**config.mk**
```make
export PLATFORM = sky130hd
export DESIGN_NAME = main_dot16
export DESIGN_NICKNAME = d
export VERILOG_FILES = /design/src/rtl/main_pkg.sv /design/src/rtl/main_ld_port.sv /design/src/rtl/main_dot16.sv
export SDC_FILE = /design/constraint.sdc
export NUM_CORES = 1
export LEC_CHECK = 0
export CAP_MARGIN = 20
export CORE_MARGIN = 2
export CORE_UTILIZATION = 30
export DETAILED_ROUTE_END_ITERATION = 16
export SLEW_MARGIN = 10
export SYNTH_ARGS = -nofsm -noshare
export SYNTH_HDL_FRONTEND = slang
export SYNTH_SLANG_ARGS = --single-unit
```
**constraint.sdc**
```tcl
create_clock -name clock -period 8.6 [get_ports clock]
set_input_delay 1.72 -clock clock [delete_from_list [all_inputs] [get_ports clock]]
set_output_delay 1.72 -clock clock [all_outputs]
set_load 0.01 [all_outputs]
```
**src/rtl/main_pkg.sv**
```systemverilog
// -----------------------------------------------------------------------------
// main_pkg
// Definitions shared by the dot-product accelerator: vector and bus sizes,
// the control FSM state encoding and the multiply-accumulate helper.
// -----------------------------------------------------------------------------
package main_pkg;

    localparam int N      = 16;  // vector length
    localparam int ADDR_W = 4;   // load address width, 2**ADDR_W must cover N
    localparam int DATA_W = 32;  // element, product and accumulator width

    typedef enum logic [2:0] {
        IDLE,
        LOAD,
        STORE,
        WAIT_DONE,
        FIN
    } state_e;

    // Low DATA_W bits of acc + a*b. Truncated two's-complement arithmetic
    // gives the same bits for signed and unsigned operands.
    function automatic logic [DATA_W-1:0] mac(
        input logic [DATA_W-1:0] acc,
        input logic [DATA_W-1:0] a,
        input logic [DATA_W-1:0] b
    );
        logic [DATA_W-1:0] prod;
        prod = a * b;
        return acc + prod;
    endfunction

endpackage

```
**src/rtl/main_ld_port.sv**
```systemverilog
// -----------------------------------------------------------------------------
// main_ld_port
// One load channel of the dot-product engine. For the current index it issues
// a single address, then captures the returned element and remembers that it
// holds it until the engine consumes the pair.
//
// Ports:
//   clock, reset     clock and synchronous active-high reset
//   active_i         engine is in its load phase
//   clear_i          element consumed; rearm for the next index
//   index_i          element index to fetch
//   addr_o/addr_valid_o/addr_ready_i   address channel to memory
//   data_i/data_valid_i/data_ready_o   data channel from memory
//   elem_o           element for the current index (captured or passing through)
//   have_o           elem_o is valid this cycle
// -----------------------------------------------------------------------------
module main_ld_port
    import main_pkg::*;
(
    input  logic              clock,
    input  logic              reset,
    input  logic              active_i,
    input  logic              clear_i,
    input  logic [ADDR_W-1:0] index_i,
    output logic [ADDR_W-1:0] addr_o,
    output logic              addr_valid_o,
    input  logic              addr_ready_i,
    input  logic [DATA_W-1:0] data_i,
    input  logic              data_valid_i,
    output logic              data_ready_o,
    output logic [DATA_W-1:0] elem_o,
    output logic              have_o
);

    logic              addr_sent_q, addr_sent_d;
    logic              got_q, got_d;
    logic [DATA_W-1:0] data_q, data_d;
    logic              data_xfer;

    assign addr_o       = index_i;
    assign addr_valid_o = active_i & ~addr_sent_q;
    assign data_ready_o = active_i & ~got_q;
    assign data_xfer    = data_valid_i & data_ready_o;

    // A same-cycle data return (combinational memory) is forwarded directly so
    // the engine can consume one element per cycle.
    assign have_o = got_q | data_xfer;
    assign elem_o = got_q ? data_q : data_i;

    always_comb begin
        // NOTE: every next-state value gets a default first so no path leaves it unassigned and no latch is inferred.
        addr_sent_d = addr_sent_q;
        got_d       = got_q;
        data_d      = data_q;
        if (clear_i) begin
            addr_sent_d = 1'b0;
            got_d       = 1'b0;
        end else begin
            if (addr_valid_o && addr_ready_i) addr_sent_d = 1'b1;
            if (data_xfer) begin
                got_d  = 1'b1;
                data_d = data_i;
            end
        end
    end

    // NOTE: state registers are updated with non-blocking assignments so every flop samples pre-edge values.
    always_ff @(posedge clock) begin
        if (reset) begin
            addr_sent_q <= 1'b0;
            got_q       <= 1'b0;
            // NOTE: the data register is reset only so elem_o is never X; got_q alone qualifies its use.
            data_q      <= '0;
        end else begin
            addr_sent_q <= addr_sent_d;
            got_q       <= got_d;
            data_q      <= data_d;
        end
    end

endmodule

```
**src/rtl/main_dot16.sv**
```systemverilog
// -----------------------------------------------------------------------------
// main_dot16
// Dot-product accelerator: on a start token it loads N elements from memory A
// and memory B, accumulates sum(a[i]*b[i]) modulo 2**DATA_W, stores the scalar
// result, waits for the store-complete token and emits a completion token.
//
// Ports:
//   clock, reset                          clock, synchronous active-high reset
//   in3_valid/in3_ready                   start token
//   in0_ld0_* / in1_ld0_*                 load ports for memories A / B
//   in2_st0, in2_st0_valid/_ready         result store
//   in2_st0_done_valid/_ready             store-complete token
//   out0_valid/out0_ready                 completion token
// -----------------------------------------------------------------------------
module main_dot16
    import main_pkg::*;
(
    input  logic              clock,
    input  logic              reset,
    input  logic              in3_valid,
    output logic              in3_ready,
    output logic [ADDR_W-1:0] in0_ld0_addr,
    output logic              in0_ld0_addr_valid,
    input  logic              in0_ld0_addr_ready,
    input  logic [DATA_W-1:0] in0_ld0_data,
    input  logic              in0_ld0_data_valid,
    output logic              in0_ld0_data_ready,
    output logic [ADDR_W-1:0] in1_ld0_addr,
    output logic              in1_ld0_addr_valid,
    input  logic              in1_ld0_addr_ready,
    input  logic [DATA_W-1:0] in1_ld0_data,
    input  logic              in1_ld0_data_valid,
    output logic              in1_ld0_data_ready,
    output logic [DATA_W-1:0] in2_st0,
    output logic              in2_st0_valid,
    input  logic              in2_st0_ready,
    input  logic              in2_st0_done_valid,
    output logic              in2_st0_done_ready,
    output logic              out0_valid,
    input  logic              out0_ready
);

    state_e            state_q, state_d;
    logic [ADDR_W-1:0] index_q, index_d;
    logic [DATA_W-1:0] acc_q, acc_d;

    logic              load_active;
    logic              have_a, have_b, mac_fire;
    logic [DATA_W-1:0] elem_a, elem_b;

    assign load_active = (state_q == LOAD);
    assign mac_fire    = load_active & have_a & have_b;

    main_ld_port u_ld_a (
        .clock        (clock),
        .reset        (reset),
        .active_i     (load_active),
        .clear_i      (mac_fire),
        .index_i      (index_q),
        .addr_o       (in0_ld0_addr),
        .addr_valid_o (in0_ld0_addr_valid),
        .addr_ready_i (in0_ld0_addr_ready),
        .data_i       (in0_ld0_data),
        .data_valid_i (in0_ld0_data_valid),
        .data_ready_o (in0_ld0_data_ready),
        .elem_o       (elem_a),
        .have_o       (have_a)
    );

    main_ld_port u_ld_b (
        .clock        (clock),
        .reset        (reset),
        .active_i     (load_active),
        .clear_i      (mac_fire),
        .index_i      (index_q),
        .addr_o       (in1_ld0_addr),
        .addr_valid_o (in1_ld0_addr_valid),
        .addr_ready_i (in1_ld0_addr_ready),
        .data_i       (in1_ld0_data),
        .data_valid_i (in1_ld0_data_valid),
        .data_ready_o (in1_ld0_data_ready),
        .elem_o       (elem_b),
        .have_o       (have_b)
    );

    // Handshake outputs decode the state register only, so none of them
    // depends combinationally on an input.
    assign in3_ready          = (state_q == IDLE);
    assign in2_st0            = acc_q;
    assign in2_st0_valid      = (state_q == STORE);
    assign in2_st0_done_ready = (state_q == WAIT_DONE);
    assign out0_valid         = (state_q == FIN);

    always_comb begin
        state_d = state_q;
        index_d = index_q;
        acc_d   = acc_q;
        case (state_q)
            IDLE: begin
                if (in3_valid) begin
                    acc_d   = '0;
                    index_d = '0;
                    state_d = LOAD;
                end
            end
            LOAD: begin
                if (mac_fire) begin
                    acc_d = mac(acc_q, elem_a, elem_b);
                    // The last index is held; the next start clears it.
                    if (index_q == ADDR_W'(N - 1)) state_d = STORE;
                    else                           index_d = index_q + ADDR_W'(1);
                end
            end
            STORE:     if (in2_st0_ready)      state_d = WAIT_DONE;
            WAIT_DONE: if (in2_st0_done_valid) state_d = FIN;
            FIN:       if (out0_ready)         state_d = IDLE;
            default:                           state_d = IDLE;
        endcase
    end

    always_ff @(posedge clock) begin
        if (reset) begin
            state_q <= IDLE;
            index_q <= '0;
            acc_q   <= '0;
        end else begin
            state_q <= state_d;
            index_q <= index_d;
            acc_q   <= acc_d;
        end
    end

endmodule

```
==> implementation parameters, run 1 <==
Parameter                              Value

GRT
  First-pass GRT wire length ... approximately 100 mm
  Most congested layer reported by global routing ... met2
  GR Layer Usage met1 ... about 27%
  GR Util met2 ... 30.8%
  GR Util All Layers ... slightly below 20%
  Total congestion overflow ... 0
  Number of global-route vias before repair ... 17,300
  Initial antenna violation count ... 2
  Pin count of the biggest net entering global routing ... 70
  Met3 layer usage reported by global route ... ~3.0%

Critical path
  Critical path class ... input port to register
  CP Data Required Time ... 8.90 ns
  Most frequent CP cell ... sky130_fd_sc_hd__fa_1
  Arrival time at the worst endpoint ... 8.81 ns
  Startpoint type of the worst setup path ... input port
  Critical-path top delay cell ... sky130_fd_sc_hd__fa_1
  Critical path endpoint category ... register
  Max incr delay on CP ... 0.54 ns
  Top fanout value on the critical path ... 8

Yosys
  Sequential-to-total area share from yosys stat ... 10.2%
  Share of flip-flops with an asynchronous set or reset after synthesis ... 0%
  Number of flops mapped to enable cells by yosys ... 0
  Top post-synthesis cells by count ... 496 x sky130_fd_sc_hd__inv_1, 438 x sky130_fd_sc_hd__fa_1, 365 x sky130_fd_sc_hd__nor2_1, 324 x sky130_fd_sc_hd__nand2_1, 125 x sky130_fd_sc_hd__ha_1
  Largest cells by area after synthesis ... sky130_fd_sc_hd__fa_1 42%, sky130_fd_sc_hd__dfxtp_1 10%, sky130_fd_sc_hd__inv_1 8.9%
  Largest area contributor in the netlist ... sky130_fd_sc_hd__fa_1
  Synthesized netlist cell count ... 2,416
  Most common cell in the netlist ... sky130_fd_sc_hd__inv_1
  Compound-Gate Fraction of Synth Area ... 5.23%
  Distinct cells, synth ... 58
  Post-synthesis instance area ... 21,000 sq um
  Number of nets in the synthesized netlist ... 3,053
  Synthesized-area fraction occupied by xor and xnor cells ... 3.62%
  Mean instance size in the synthesized netlist ... 8.71 sq um
  Share of the synthesized area in the top cell type ... 41.7%
  Post-synthesis simple-gate area fraction ... 15.1%
  Main combinational cell family by area after synthesis ... adder cells
  Mux cell area share after synthesis ... 5.64%
  Fraction of the mapped netlist area in adder cells ... around half
  Synth Warn # ... 0
  Total of flip-flops plus latches after synthesis ... 107
  Predominant post-synthesis flop cell ... sky130_fd_sc_hd__dfxtp_1

Placed design
  Place WS ... -0.691 ns
  Hpwl dp ... 58.0 mm
  Count of port buffers added during placement ... between 100 and 150
  Gpl congestion ... ~0.93

CTS
  Worst skew pair latency ... about 0.42 ns
  Maximum clock insertion buffer count ... 2
  Clock sink count ... 107
  Total CTS buffers ... 9
  Number of H-tree branching levels ... 3
  Clock-pin transition on the worst setup and hold timing paths ... 0.09 ns
  CTS tree ... built
  Clock Tree Root ... sky130_fd_sc_hd__clkbuf_16
  Hold-fix buffers at CTS ... 0

STA
  Final setup vio count ... 0
  Worst slew margin ... 39.2%
  Hold violation count in the final report ... 0
  Least setup slack across all paths after layout ... 0.0879 ns
  Fmax ... 0.117 GHz
  Worst clock skew ... 0.0245 ns
  Ratio of final minimum period to clock period ... 99.0%
  Pin slew with the least headroom to its limit ... 0.912 ns
  Max-slew violation count ... 0
  Minimum clock period ... between 8 and 9 ns

Final layout
  Area added between synthesis and finish ... 25.7%
  Area used by sequential logic in the layout ... 2150 sq um
  Layout filler cell count ... 7,146
  Nets ... 3,391
  Share of cells above drive strength 1 ... 16.9%
  Inserted Diodes ... 0
  Share of the core filled with cells in the final layout ... 37.9%
  Area of combinational cells with multiple inputs ... roughly 17,000 sq um

Hold path
  Worst min path class ... register to register

Status
  Run status ... finished, final reports clean

Job
  Maximum capacitance violations ... 0

Floorplan
  Placement row count ... 97
  Core footprint ... 69,700 sq um
  I/O pin count ... 122
  Initial core utilization ... 30.2%
  Die Span X ... 269 um
  Total Die Area ... between 70,000 and 80,000 sq um
  Vertical extent of the die ... 269 um

Route
  Post-DR vias/cell ... 4.61
  Post-route DRC ... 0
  Detailed Route WL ... a little under 70 mm
  Pre-Repair DR Iteration Count ... 8
  Initial DRC count ... 1,255
  Detailed-route via count ... 17,000
  Post-DRT Antenna Nets ... 0
  Average wire per cell in the routed design ... 18.6 um
-- metrics by stage --
stage           TNS [ns]  cell area [sq um]  hold slack [ns]  cells
2_1_floorplan          0              21000            0.433   2416
3_3_place_gp       -6.32              25500            0.439   3662
3_5_place_dp       -6.35              25500            0.445   3662
4_1_cts        -0.000389              25800            0.459   3680
5_1_grt          -0.0508              26400            0.479   3699
6_report               0              26400            0.457   3699
-- cell usage in the layout, fill, tap and decap left out, drive strengths merged, types with 48 or more instances in the layout --
cell type / count
inv: 500
fa: 438
nor2: 365
nand2: 324
buf: 303
ha: 125
dfxtp: 107
a21oi: 98
clkdlybuf4s50: 95
xnor2: 66
mux2i: 53
mux2: 48
-- worst max-delay path: cells and delay by family --
| family | cells | cell delay, ns |
|---|---|---|
| compound gates | 5 | 0.66 |
| simple gates | 2 | 0.32 |
| xor+xnor | 1 | 0.28 |
| buf+inv | 8 | 1.34 |
| mux | 1 | 0.29 |
| fa+ha+maj | 9 | 4.19 |
-- registers in the layout, indices dropped and copies added, names as in the netlist --
register	cells
u_ld_b.data_q	32
in2_st0	32
state_q	3
u_ld_a.data_q	32
u_ld_b.got_q	1
u_ld_a.addr_sent_q	1
u_ld_b.addr_sent_q	1
index_q	4
u_ld_a.got_q	1
-- cell families after synthesis --
family | count (synthesis)
muxes | 101
xor gates and xnor gates | 83
and+or+nand+nor | 784
adders and majority gates | 563
AOI/OAI and AO/OA | 185
buffers and inverters | 593
DFF | 107
-- cell type report --
type,count,share of cell area (%)
Sequential cell,107,8.13
Clock inverter,7,0.298
Tap cell,940,4.45
Timing Repair Buffer,424,15.2
Clock buffer,9,0.852
Multi-Input combinational cell,1716,64.0
Inverter,496,7.04
-- metal layers --
metal / routed length, um / share of wire, % / vias up
met2: 31400 / 46 / 565
li1: - / - / 7871
met3: 4400 / 6.4 / 115
met5: 13 / 0.019 / -
met4: 2720 / 3.9 / 2
met1: 30300 / 44 / 8493
-- final timing paths --
kind                                        start                end  slack [ns]  depth (start not counted)
worst max-delay path              in0_ld0_data[6]        in2_st0[30]        0.09                         26
worst min-delay path            u_ld_b.data_q[28]  u_ld_b.data_q[28]        0.46                          2
worst max register to register       u_ld_a.got_q        in2_st0[30]        0.79                         25
worst min register to register  u_ld_b.data_q[28]  u_ld_b.data_q[28]        0.46                          2
-- repair_timing --
action	CTS	global route
buffers inserted	2	18
resized for setup	11	99
endpoints found under the setup margin	9	15
cloned	0	1
pin swaps	4	40
Power of run 1 is left out: the tool's default activity adds up to more than one toggle a clock period on the data nets, which glitch-free logic cannot reach.
==> run 2, diff against run 1 <==
--- a/config.mk
+++ b/config.mk
@@ -8,6 +8,7 @@
 export CAP_MARGIN = 20
 export CORE_MARGIN = 2
 export CORE_UTILIZATION = 30
+export CTS_CLUSTER_SIZE = 10
 export DETAILED_ROUTE_END_ITERATION = 16
 export SLEW_MARGIN = 10
 export SYNTH_ARGS = -nofsm -noshare
==> results of run 2 <==
The final DEF is identical to that of run 1; final timing and power are the same.
Power of run 2 is left out for the same reason.
